## src/rtl/llc_mem_serdes_pkg.sv

```systemverilog
// Shared types and constants for the LLC <-> memory-controller line/beat converter.
package llc_mem_serdes_pkg;

   localparam int DEF_WORDS_PER_LINE = 4;

   // hsize of one 64-bit memory beat
   localparam logic [2:0] WORD_HSIZE = 3'b011;

   typedef enum logic [2:0] {
      IDLE,
      WR,
      RD_REQ,
      RD_DATA,
      RD_RSP
   } state_t;

   typedef logic [$clog2(DEF_WORDS_PER_LINE)-1:0] beat_idx_t;

endpackage

```

## src/rtl/llc_mem_line_buf.sv

```systemverilog
// Line register shared by both directions: whole-line load for writes,
// per-word fill for reads, and a word-select mux feeding the write beats.
module llc_mem_line_buf
   import llc_mem_serdes_pkg::*;
#(
   parameter int WORD_BITS      = 64,
   parameter int WORDS_PER_LINE = DEF_WORDS_PER_LINE,
   parameter int IDX_BITS       = $clog2(WORDS_PER_LINE)
) (
   input  logic                                clk,
   input  logic                                rst,
   input  logic                                load_en,
   input  logic [WORD_BITS*WORDS_PER_LINE-1:0] load_line,
   input  logic                                wr_en,
   input  logic [IDX_BITS-1:0]                 wr_idx,
   input  logic [WORD_BITS-1:0]                wr_word,
   input  logic [IDX_BITS-1:0]                 rd_idx,
   output logic [WORD_BITS-1:0]                rd_word,
   output logic [WORD_BITS*WORDS_PER_LINE-1:0] line
);

   logic [WORDS_PER_LINE-1:0][WORD_BITS-1:0] words;

   // A load and a word write never coincide; the load wins if they ever did.
   always_ff @(posedge clk or negedge rst) begin
      if (!rst) begin
         words <= '0;
      end else if (load_en) begin
         words <= load_line;
      end else if (wr_en) begin
         words[wr_idx] <= wr_word;
      end
   end

   assign rd_word = words[rd_idx];
   assign line    = words;

endmodule

```

## src/rtl/llc_mem_serdes.sv

```systemverilog
// Splits LLC line writes into word beats and gathers word read beats into a line.
// Optional transaction counters are built when LLC_MEM_SERDES_STATS_EN is defined.
module llc_mem_serdes
   import llc_mem_serdes_pkg::*;
#(
   parameter int WORD_BITS      = 64,
   parameter int WORDS_PER_LINE = 4,
   parameter int LINE_ADDR_BITS = 26,
   parameter int BYTE_ADDR_BITS = LINE_ADDR_BITS + $clog2(WORDS_PER_LINE) + $clog2(WORD_BITS/8)
) (
   input  logic                                clk,
   input  logic                                rst,
   input  logic                                llc_mem_req_valid,
   output logic                                llc_mem_req_ready,
   input  logic                                llc_mem_req_data_hwrite,
   input  logic [2:0]                          llc_mem_req_data_hsize,
   input  logic [1:0]                          llc_mem_req_data_hprot,
   input  logic [LINE_ADDR_BITS-1:0]           llc_mem_req_data_addr,
   input  logic [WORD_BITS*WORDS_PER_LINE-1:0] llc_mem_req_data_line,
   output logic                                llc_mem_rsp_valid,
   input  logic                                llc_mem_rsp_ready,
   output logic [WORD_BITS*WORDS_PER_LINE-1:0] llc_mem_rsp_data_line,
   output logic                                mem_req_valid,
   input  logic                                mem_req_ready,
   output logic                                mem_req_hwrite,
   output logic [2:0]                          mem_req_hsize,
   output logic [1:0]                          mem_req_hprot,
   output logic [BYTE_ADDR_BITS-1:0]           mem_req_addr,
   output logic [WORD_BITS-1:0]                mem_req_wdata,
   output logic                                mem_req_last,
   input  logic                                mem_rsp_valid,
   output logic                                mem_rsp_ready,
   input  logic [WORD_BITS-1:0]                mem_rsp_data,
   output logic [31:0]                         stat_rd_cnt,
   output logic [31:0]                         stat_wr_cnt
);

   localparam int LINE_BITS = WORD_BITS * WORDS_PER_LINE;
   localparam int IDX_BITS  = $clog2(WORDS_PER_LINE);
   localparam int OFF_BITS  = $clog2(WORD_BITS / 8);
   localparam logic [IDX_BITS-1:0] LAST_IDX = IDX_BITS'(WORDS_PER_LINE - 1);
   localparam logic [2:0] BEAT_HSIZE = (WORD_BITS == 64) ? WORD_HSIZE : 3'(OFF_BITS);

   state_t                    state, state_next;
   logic [IDX_BITS-1:0]       idx, idx_next;
   logic [LINE_ADDR_BITS-1:0] addr_q, cur_addr;
   logic [2:0]                hsize_q, cur_hsize;
   logic [1:0]                hprot_q, cur_hprot;
   logic                      req_hs, beat_hs, rsp_hs, line_hs;
   logic                      buf_load, buf_wr, wr_done;
   logic [WORD_BITS-1:0]      buf_rd_word;
   logic [LINE_BITS-1:0]      buf_line;

   logic                      req_valid_n, hwrite_n, last_n;
   logic [2:0]                hsize_n;
   logic [1:0]                hprot_n;
   logic [BYTE_ADDR_BITS-1:0] addr_n;
   logic [WORD_BITS-1:0]      wdata_n;

   assign req_hs  = llc_mem_req_valid && llc_mem_req_ready;
   assign beat_hs = mem_req_valid && mem_req_ready;
   assign rsp_hs  = mem_rsp_valid && mem_rsp_ready;
   assign line_hs = llc_mem_rsp_valid && llc_mem_rsp_ready;
   assign wr_done = (state == WR) && beat_hs && (idx == LAST_IDX);

   // Next state, beat index and line-buffer controls.
   always_comb begin
      state_next = state;
      idx_next   = idx;
      buf_load   = 1'b0;
      buf_wr     = 1'b0;
      case (state)
         IDLE: begin
            if (req_hs) begin
               buf_load   = 1'b1;
               idx_next   = '0;
               state_next = llc_mem_req_data_hwrite ? WR : RD_REQ;
            end
         end
         WR: begin
            if (beat_hs) begin
               idx_next = idx + 1'b1;
               if (idx == LAST_IDX) state_next = IDLE;
            end
         end
         RD_REQ: begin
            if (beat_hs) state_next = RD_DATA;
         end
         RD_DATA: begin
            if (rsp_hs) begin
               buf_wr   = 1'b1;
               idx_next = idx + 1'b1;
               if (idx == LAST_IDX) state_next = RD_RSP;
            end
         end
         RD_RSP: begin
            if (line_hs) state_next = IDLE;
         end
         default: state_next = IDLE;
      endcase
   end

   // Request fields are computed one cycle ahead so every output leaves a flop;
   // on the capture cycle the buffer is not loaded yet, so bypass the inputs.
   always_comb begin
      cur_addr    = buf_load ? llc_mem_req_data_addr  : addr_q;
      cur_hsize   = buf_load ? llc_mem_req_data_hsize : hsize_q;
      cur_hprot   = buf_load ? llc_mem_req_data_hprot : hprot_q;
      req_valid_n = (state_next == WR) || (state_next == RD_REQ);
      hwrite_n    = (state_next == WR);
      hsize_n     = '0;
      hprot_n     = '0;
      addr_n      = '0;
      wdata_n     = '0;
      last_n      = 1'b0;
      if (state_next == WR) begin
         hsize_n = BEAT_HSIZE;
         hprot_n = cur_hprot;
         addr_n  = {cur_addr, idx_next, {OFF_BITS{1'b0}}};
         wdata_n = buf_load ? llc_mem_req_data_line[WORD_BITS-1:0] : buf_rd_word;
         last_n  = (idx_next == LAST_IDX);
      end else if (state_next == RD_REQ) begin
         hsize_n = cur_hsize;
         hprot_n = cur_hprot;
         addr_n  = {cur_addr, {IDX_BITS{1'b0}}, {OFF_BITS{1'b0}}};
         last_n  = 1'b1;
      end
   end

   // FSM state, beat index and captured request attributes.
   always_ff @(posedge clk or negedge rst) begin
      if (!rst) begin
         state   <= IDLE;
         idx     <= '0;
         addr_q  <= '0;
         hsize_q <= '0;
         hprot_q <= '0;
      end else begin
         state <= state_next;
         idx   <= idx_next;
         if (buf_load) begin
            addr_q  <= llc_mem_req_data_addr;
            hsize_q <= llc_mem_req_data_hsize;
            hprot_q <= llc_mem_req_data_hprot;
         end
      end
   end

   always_ff @(posedge clk or negedge rst) begin
      if (!rst) begin
         llc_mem_req_ready <= 1'b1;
         llc_mem_rsp_valid <= 1'b0;
         mem_rsp_ready     <= 1'b0;
         mem_req_valid     <= 1'b0;
         mem_req_hwrite    <= 1'b0;
         mem_req_hsize     <= '0;
         mem_req_hprot     <= '0;
         mem_req_addr      <= '0;
         mem_req_wdata     <= '0;
         mem_req_last      <= 1'b0;
      end else begin
         llc_mem_req_ready <= (state_next == IDLE);
         llc_mem_rsp_valid <= (state_next == RD_RSP);
         mem_rsp_ready     <= (state_next == RD_DATA);
         mem_req_valid     <= req_valid_n;
         mem_req_hwrite    <= hwrite_n;
         mem_req_hsize     <= hsize_n;
         mem_req_hprot     <= hprot_n;
         mem_req_addr      <= addr_n;
         mem_req_wdata     <= wdata_n;
         mem_req_last      <= last_n;
      end
   end

   llc_mem_line_buf #(
      .WORD_BITS      (WORD_BITS),
      .WORDS_PER_LINE (WORDS_PER_LINE),
      .IDX_BITS       (IDX_BITS)
   ) u_line_buf (
      .clk       (clk),
      .rst       (rst),
      .load_en   (buf_load),
      .load_line (llc_mem_req_data_line),
      .wr_en     (buf_wr),
      .wr_idx    (idx),
      .wr_word   (mem_rsp_data),
      .rd_idx    (idx_next),
      .rd_word   (buf_rd_word),
      .line      (buf_line)
   );

   assign llc_mem_rsp_data_line = buf_line;

`ifdef LLC_MEM_SERDES_STATS_EN
   logic [31:0] rd_cnt, wr_cnt;

   // Saturating counters of completed line reads and line writes.
   always_ff @(posedge clk or negedge rst) begin
      if (!rst) begin
         rd_cnt <= '0;
         wr_cnt <= '0;
      end else begin
         if (line_hs && (rd_cnt != 32'hFFFF_FFFF)) rd_cnt <= rd_cnt + 32'd1;
         if (wr_done && (wr_cnt != 32'hFFFF_FFFF)) wr_cnt <= wr_cnt + 32'd1;
      end
   end

   assign stat_rd_cnt = rd_cnt;
   assign stat_wr_cnt = wr_cnt;
`else
   logic unused_stats;
   assign unused_stats = wr_done;
   assign stat_rd_cnt  = '0;
   assign stat_wr_cnt  = '0;
`endif

endmodule

```

## config.mk

```make
export PLATFORM = sky130hd
export DESIGN_NAME = llc_mem_serdes
export DESIGN_NICKNAME = d
export VERILOG_FILES = /design/src/rtl/llc_mem_serdes_pkg.sv /design/src/rtl/llc_mem_line_buf.sv /design/src/rtl/llc_mem_serdes.sv
export SDC_FILE = /design/constraint.sdc
export NUM_CORES = 1
export LEC_CHECK = 0
export CORE_AREA = 2 2 306 308
export CTS_BUF_LIST = sky130_fd_sc_hd__clkbuf_4 sky130_fd_sc_hd__clkbuf_8
export DETAILED_ROUTE_END_ITERATION = 16
export DIE_AREA = 0 0 308 310
export DONT_BUFFER_PORTS = 1
export PLACE_DENSITY = 0.35
export SLEW_MARGIN = 40
export SYNTH_ARGS = -nofsm -noshare
export SYNTH_HDL_FRONTEND = slang
export SYNTH_SLANG_ARGS = --single-unit
```

## constraint.sdc

```tcl
create_clock -name clk -period 5.84 [get_ports clk]
set_clock_uncertainty 0.2 [all_clocks]
set_input_delay 0.876 -clock clk [delete_from_list [all_inputs] [get_ports clk]]
set_output_delay 0.876 -clock clk [all_outputs]
set_load 0.03 [all_outputs]
```

* After elaboration in Yosys (flattened, before gate mapping)
Cells that the tools add are included.
** Storage, ports and cells
- Memories kept :: 0
- RAM bits :: 0
- Output and inout bits :: 426
- Word-level logic and storage cells :: 79
- Input bits :: 358
- Bits in read-only memories :: 0
- Bits in registers :: 398
- Latch bits :: 0
** Cells by class
- $mul :: 0
- Multiplexer cells :: 37
- Shift operators :: 0
- Bitwise logic cells :: 0
- Reductions and logical operators :: 9
- Equal/unequal tests :: 10
- $lt $le $gt $ge :: 3
- $add $sub $neg :: 1
- Div/mod/pow operators :: 0
** Operators by type and width (count)
- 256-bit two-way mux :: 2
- 256-bit bitwise mux :: 1
- 64-bit two-way mux :: 4
- 64-bit binary-select mux with 2-bit select :: 1
- 64-bit demux with 2-bit select :: 1
- 31-bit two-way mux :: 2
- 3-bit two-way mux :: 10
- 26-bit two-way mux :: 1
- 3-bit case mux with 5 select lines :: 1
- 2-bit two-way mux :: 7
- 3-bit by 2-bit == test with 1-bit output (second input constant) :: 4
- 3-bit by 1-bit == test with 1-bit output (second input constant) :: 2
- 3-bit == test (second input constant) :: 2
- 3-bit zero test :: 2
- 2-bit by 3-bit < comparator with 1-bit output (second input constant) :: 2
- 1-bit two-way mux :: 6
- 2-bit case mux with 3 select lines :: 1
- 1-bit logical AND :: 5
- 2-bit == test (second input constant) :: 2
- 2-bit by 1-bit adder with 2-bit output (second input constant) :: 1
- 2-bit by 1-bit greater-or-equal comparator with 1-bit output (second input constant) :: 1
- 2-bit nonzero test :: 1
- 1-bit logical OR :: 1

* Logic depth before layout (Yosys ltp)
- Depth in word-level cells :: 7
- Mapped depth :: 9
- Mapped depth without buffers :: 5

* Hierarchy
A second synthesis with hierarchy kept.
** Unflattened totals
- Cells, all modules :: 2012
- Area total of the unflattened synthesis :: 19565.0 µm²
** By module, submodules not included
- llc_mem_line_buf :: area an instance 13763.2 µm², times used 1, sequential area each 6406.1 µm², cells an instance 1478
- llc_mem_serdes :: area an instance 5801.8 µm², times used 1, sequential area each 3479.6 µm², cells an instance 534

* Worst setup path before layout
Ideal clock, no wire load.
- Kind :: input to register
- From :: in mem_req_ready
- To :: reg mem_req_wdata[55]
- Cell stages on the path :: 8
- Library setup time :: 0.143 ns
- Data required time :: 5.497 ns
- Path buffers :: 3
- Path slack :: 3.324 ns
- Arrival time :: 2.173 ns
- Cells stage by stage :: nand2_1 a31o_1 o32a_1 buf_2 buf_8 buf_6 mux2i_1 o221ai_1
** On the way
- Cells in the longest elaborated chain, start to end :: 7
- Elaborated cells on any way between the ends :: 11
- Those cells by class :: eq/ne (1); mux (9); reduce/logical (1)
** RTL lines
- start, declared :: line llc_mem_serdes.sv:24 : input logic mem_req_ready,
- 1-bit logical AND :: line llc_mem_serdes.sv:61 : assign beat_hs = mem_req_valid && mem_req_ready;
- 2-bit two-way mux :: line llc_mem_serdes.sv:81 : if (beat_hs) begin
- 2-bit case mux with 3 select lines :: line llc_mem_serdes.sv:72 : case (state)
- via idx_next[0] :: line llc_mem_serdes.sv:45 : logic [IDX_BITS-1:0] idx, idx_next;
- 64-bit binary-select mux with 2-bit select :: line llc_mem_line_buf.sv:35 : assign rd_word = words[rd_idx];
- 64-bit two-way mux (implied by the code) :: line llc_mem_line_buf.sv:35
- 64-bit two-way mux :: line llc_mem_serdes.sv:120 : wdata_n = buf_load ? llc_mem_req_data_line[WORD_BITS-1:0] : buf_rd_word;
- 64-bit two-way mux :: line llc_mem_serdes.sv:116 : if (state_next == WR) begin
- via wdata_n[55] :: line llc_mem_serdes.sv:58 : logic [WORD_BITS-1:0] wdata_n;
- end signal, assigned :: line llc_mem_serdes.sv:170 : mem_req_wdata <= wdata_n;
- end, declared :: line llc_mem_serdes.sv:29 : output logic [WORD_BITS-1:0] mem_req_wdata,
The timed path passes the listed nets, and every way through them passes these cells. The select of a mux whose other input is x is not followed.
A chain may end at the register's enable or synchronous reset.

* Worst setup path after layout
- From :: reg state[2]
- To :: reg u_line_buf.words (netlist bit u_line_buf.line[77])
** On the way
- Cells in the longest elaborated chain, start to end :: 3
- Elaborated cells on any way between the ends :: 6
- Those cells by class :: eq/ne (1); mux (3); reduce/logical (2)
** RTL lines
- start, declared :: line llc_mem_serdes.sv:44 : state_t state, state_next;
- start signal, assigned :: line llc_mem_serdes.sv:139 : state <= state_next;
- 3-bit by 2-bit == test with 1-bit output or 3-bit zero test (tied branches) :: line llc_mem_serdes.sv:72
- 1-bit two-way mux :: line llc_mem_serdes.sv:72
- 2-bit nonzero test (no source line) or 256-bit two-way mux (tied branches)
- end signal, assigned :: line llc_mem_line_buf.sv:29 : words <= load_line;
- end signal, assigned by index :: line llc_mem_line_buf.sv:31 : words[wr_idx] <= wr_word;
- end, declared :: line llc_mem_line_buf.sv:22 : logic [WORDS_PER_LINE-1:0][WORD_BITS-1:0] words;
Several ways; a longest one is shown, not always the timed one.

==> impl_metrics.ini <==
[finish]
layout_common_cells = 416 x nand2_1, 394 x dfrtp_1, 386 x mux2i_1
final_util_pct = 25.4
nets = 2340
mostFrequentLayoutCell = nand2_1
finalInstanceArea_um2 = 23400
syn_to_final_growth_pct = 24.6
final_layout_size_suffix_gt1_share_pct = 8.73

[timing]
setup_tns_ns = 0
min_period_over_period_pct = 56.8
report.final.slew_viol_count = 124
slew-limit-headroom_pct = -17.9
rsz0062_at_grt = false
fin_hold_ws_ns = -0.318
hold_viol = 249
tightest_slew_ns = 1.77
min_period_ns = 3.32
setup_viol = 0
fmax_mhz = 302

[critical_path]
cp.arrival_ns = 3.73
crit_fanout = 34
end_kind = flip-flop
rrSetupSlack_ns = 2.52
cp.required_ns = 6.25
crit_type = reg2reg
worst_setup_path_start_kind = flip-flop

[pwr]
p_leak_uw = 0.0115
peakVddDrop_mv = 0.367
power_density_nw_per_um2 = 598

[detailed_routing]
wl_per_cell_um = 23.6
ant_nets = 0
viasPerCell = 4.47
first_pass_iters = 5
via_count = 14400
drt_iter0_markers = 952
drc = 0
wirelength_mm = 76.1

[grt]
first_global_vias = 15400
busiest_layer = met2
grt_util_met3_pct = 5.07
overflow = 0
met1_usage_pct = 17.1
grt_max_degree = 396
grt.total_usage_pct = 15.2
grt_pass1_wl_mm = 108
antenna_found_initial = 4
met2_usage_pct = 26.4

[run_status]
violations = negative hold slack, max-slew violations
status = complete, but fails checks

[yosys]
synth_flop_cell = dfrtp_1
synth_edf_count = 0
synth_area_um2 = 18800
synth-seq-area-share_pct = 52.5
ys_types = 38
ys_ff_latch = 395
synthArstFlopShare_pct = 100
synthCells = 1796
avgSynthCellArea_um2 = 10.5
yosys_warnings = 0

[floorplanning]
die_h_um = 310
start_util_pct = 20.3
die_x_um = 308
rows = 112
pin_count = 784
core_area_um2 = 92500
dieArea_um2 = 95500

[placement]
hpwl_mm = 50.2
dpl-instance-area_um2 = 19700
gp_congestion = 0.783
port_buffers = 0

[clocking]
cts_tree = built
cts_hold_buf = 201
cts_sinks = 395
path_clk_slew_ns = 0.06
root_buffer = clkbuf_8
clock_latency_ns = 0.70
clock_path_buffers = 3
cts_setup_buffers = 0
cts.repair.resized = 0
numCtsBuffers = 82
htreeDepth = 3

[run]
maxCapViolCount = 0

[hold_path]
min_path_type = in2async
per-stage QoR:
stage | total power, µW | instances | hold WS (ns) | setup WS, ns
3_5_place_dp | 11000 | 2887 | 0.257 | 2.19
5_1_grt | 14800 | 3228 | -0.429 | 2.33
6_report | 14000 | 3228 | -0.318 | 2.52
3_3_place_gp | 10900 | 2886 | 0.252 | 2.28
4_1_cts | 14200 | 3222 | -0.448 | 2.36
2_1_floorplan | 9630 | 1862 | 0.239 | 3.32
path summary, 6_finish.rpt:
path                                                    end  cells after the start                        from
setup / recovery            u_line_buf.line[77]$_DFFE_PN0P_                      6          state[2]$_DFF_PN0_
hold / removal             u_line_buf.line[162]$_DFFE_PN0P_                      0                         rst
setup reg to reg            u_line_buf.line[77]$_DFFE_PN0P_                      6          state[2]$_DFF_PN0_
hold reg to reg                         addr_q[3]$_DFF_PN0_                      2         addr_q[3]$_DFF_PN0_
max in group asynchronous  u_line_buf.line[121]$_DFFE_PN0P_                      0                         rst
min in group clk           u_line_buf.line[183]$_DFFE_PN0P_                      2  llc_mem_req_data_line[183]
critical path: stages (launching register included):
cell	delay, ns
dfrtp_1	0.47
nand3b_1	0.27
nor2_2	0.59
nand2_4	0.61
buf_4	0.56
mux2i_1	0.21
o21ai_0	0.19
synth_stat cells (2+ instances only):
library cell  instances  area (µm²)
clkbuf_1             53         199
o221ai_1             64         561
dfrtp_1             394        9860
a21oi_1              33         165
o21ai_0             229        1150
buf_8                10         150
nor2_1                5        18.8
ha_1                  4        50.1
buf_4                68         510
inv_1                 8        30.0
buf_2                56         280
and2_1                2        12.5
o21ai_1              34         170
nand2_1             421        1580
mux2i_1             386        3860
buf_1                 6        22.5
inv_2                 2        7.51
logic make-up after synthesis:
kind of cell,synth area share (%)
simple gates,8.95
flops,52.5
mux,20.5
compound gates,11.2
buf+inv,6.44
fa+ha+maj,0.266
other cells,0.0199
cell type report:
cell class	instances	area (µm²)
inverter	10	37.5
sequential	395	9890
antenna	3	7.51
fill	9940	69000
timing repair buffer	226	2330
tap	1197	1500
clock buffer	123	1530
multi-input combinational	1263	8070
clock inverter	11	96.3
state kept, by name, indices dropped and copies added, names as in the netlist, 2 cells and up:
name and cells:
idx 2, mem_req_wdata 64, hprot_q 2, mem_req_addr 28, addr_q 26, hsize_q 3
mem_req_hsize 3, state 3, mem_req_hprot 2, u_line_buf.line 256
metal layers:
layer	vias up	wire length (µm)
li1	6496	-
met3	115	6230
met4	0	1970
met5	-	0
met2	587	38900
met1	7244	29100
report_power, final:
group / switching (µW) / leakage (µW) / internal (µW)
Clock: 1320 / 0.000865 / 1700
Combinational: 1990 / 0.00557 / 1410
Sequential: 3650 / 0.00505 / 3950
Total: 6960 / 0.0115 / 7070
(Power assumes the default switching activity.)
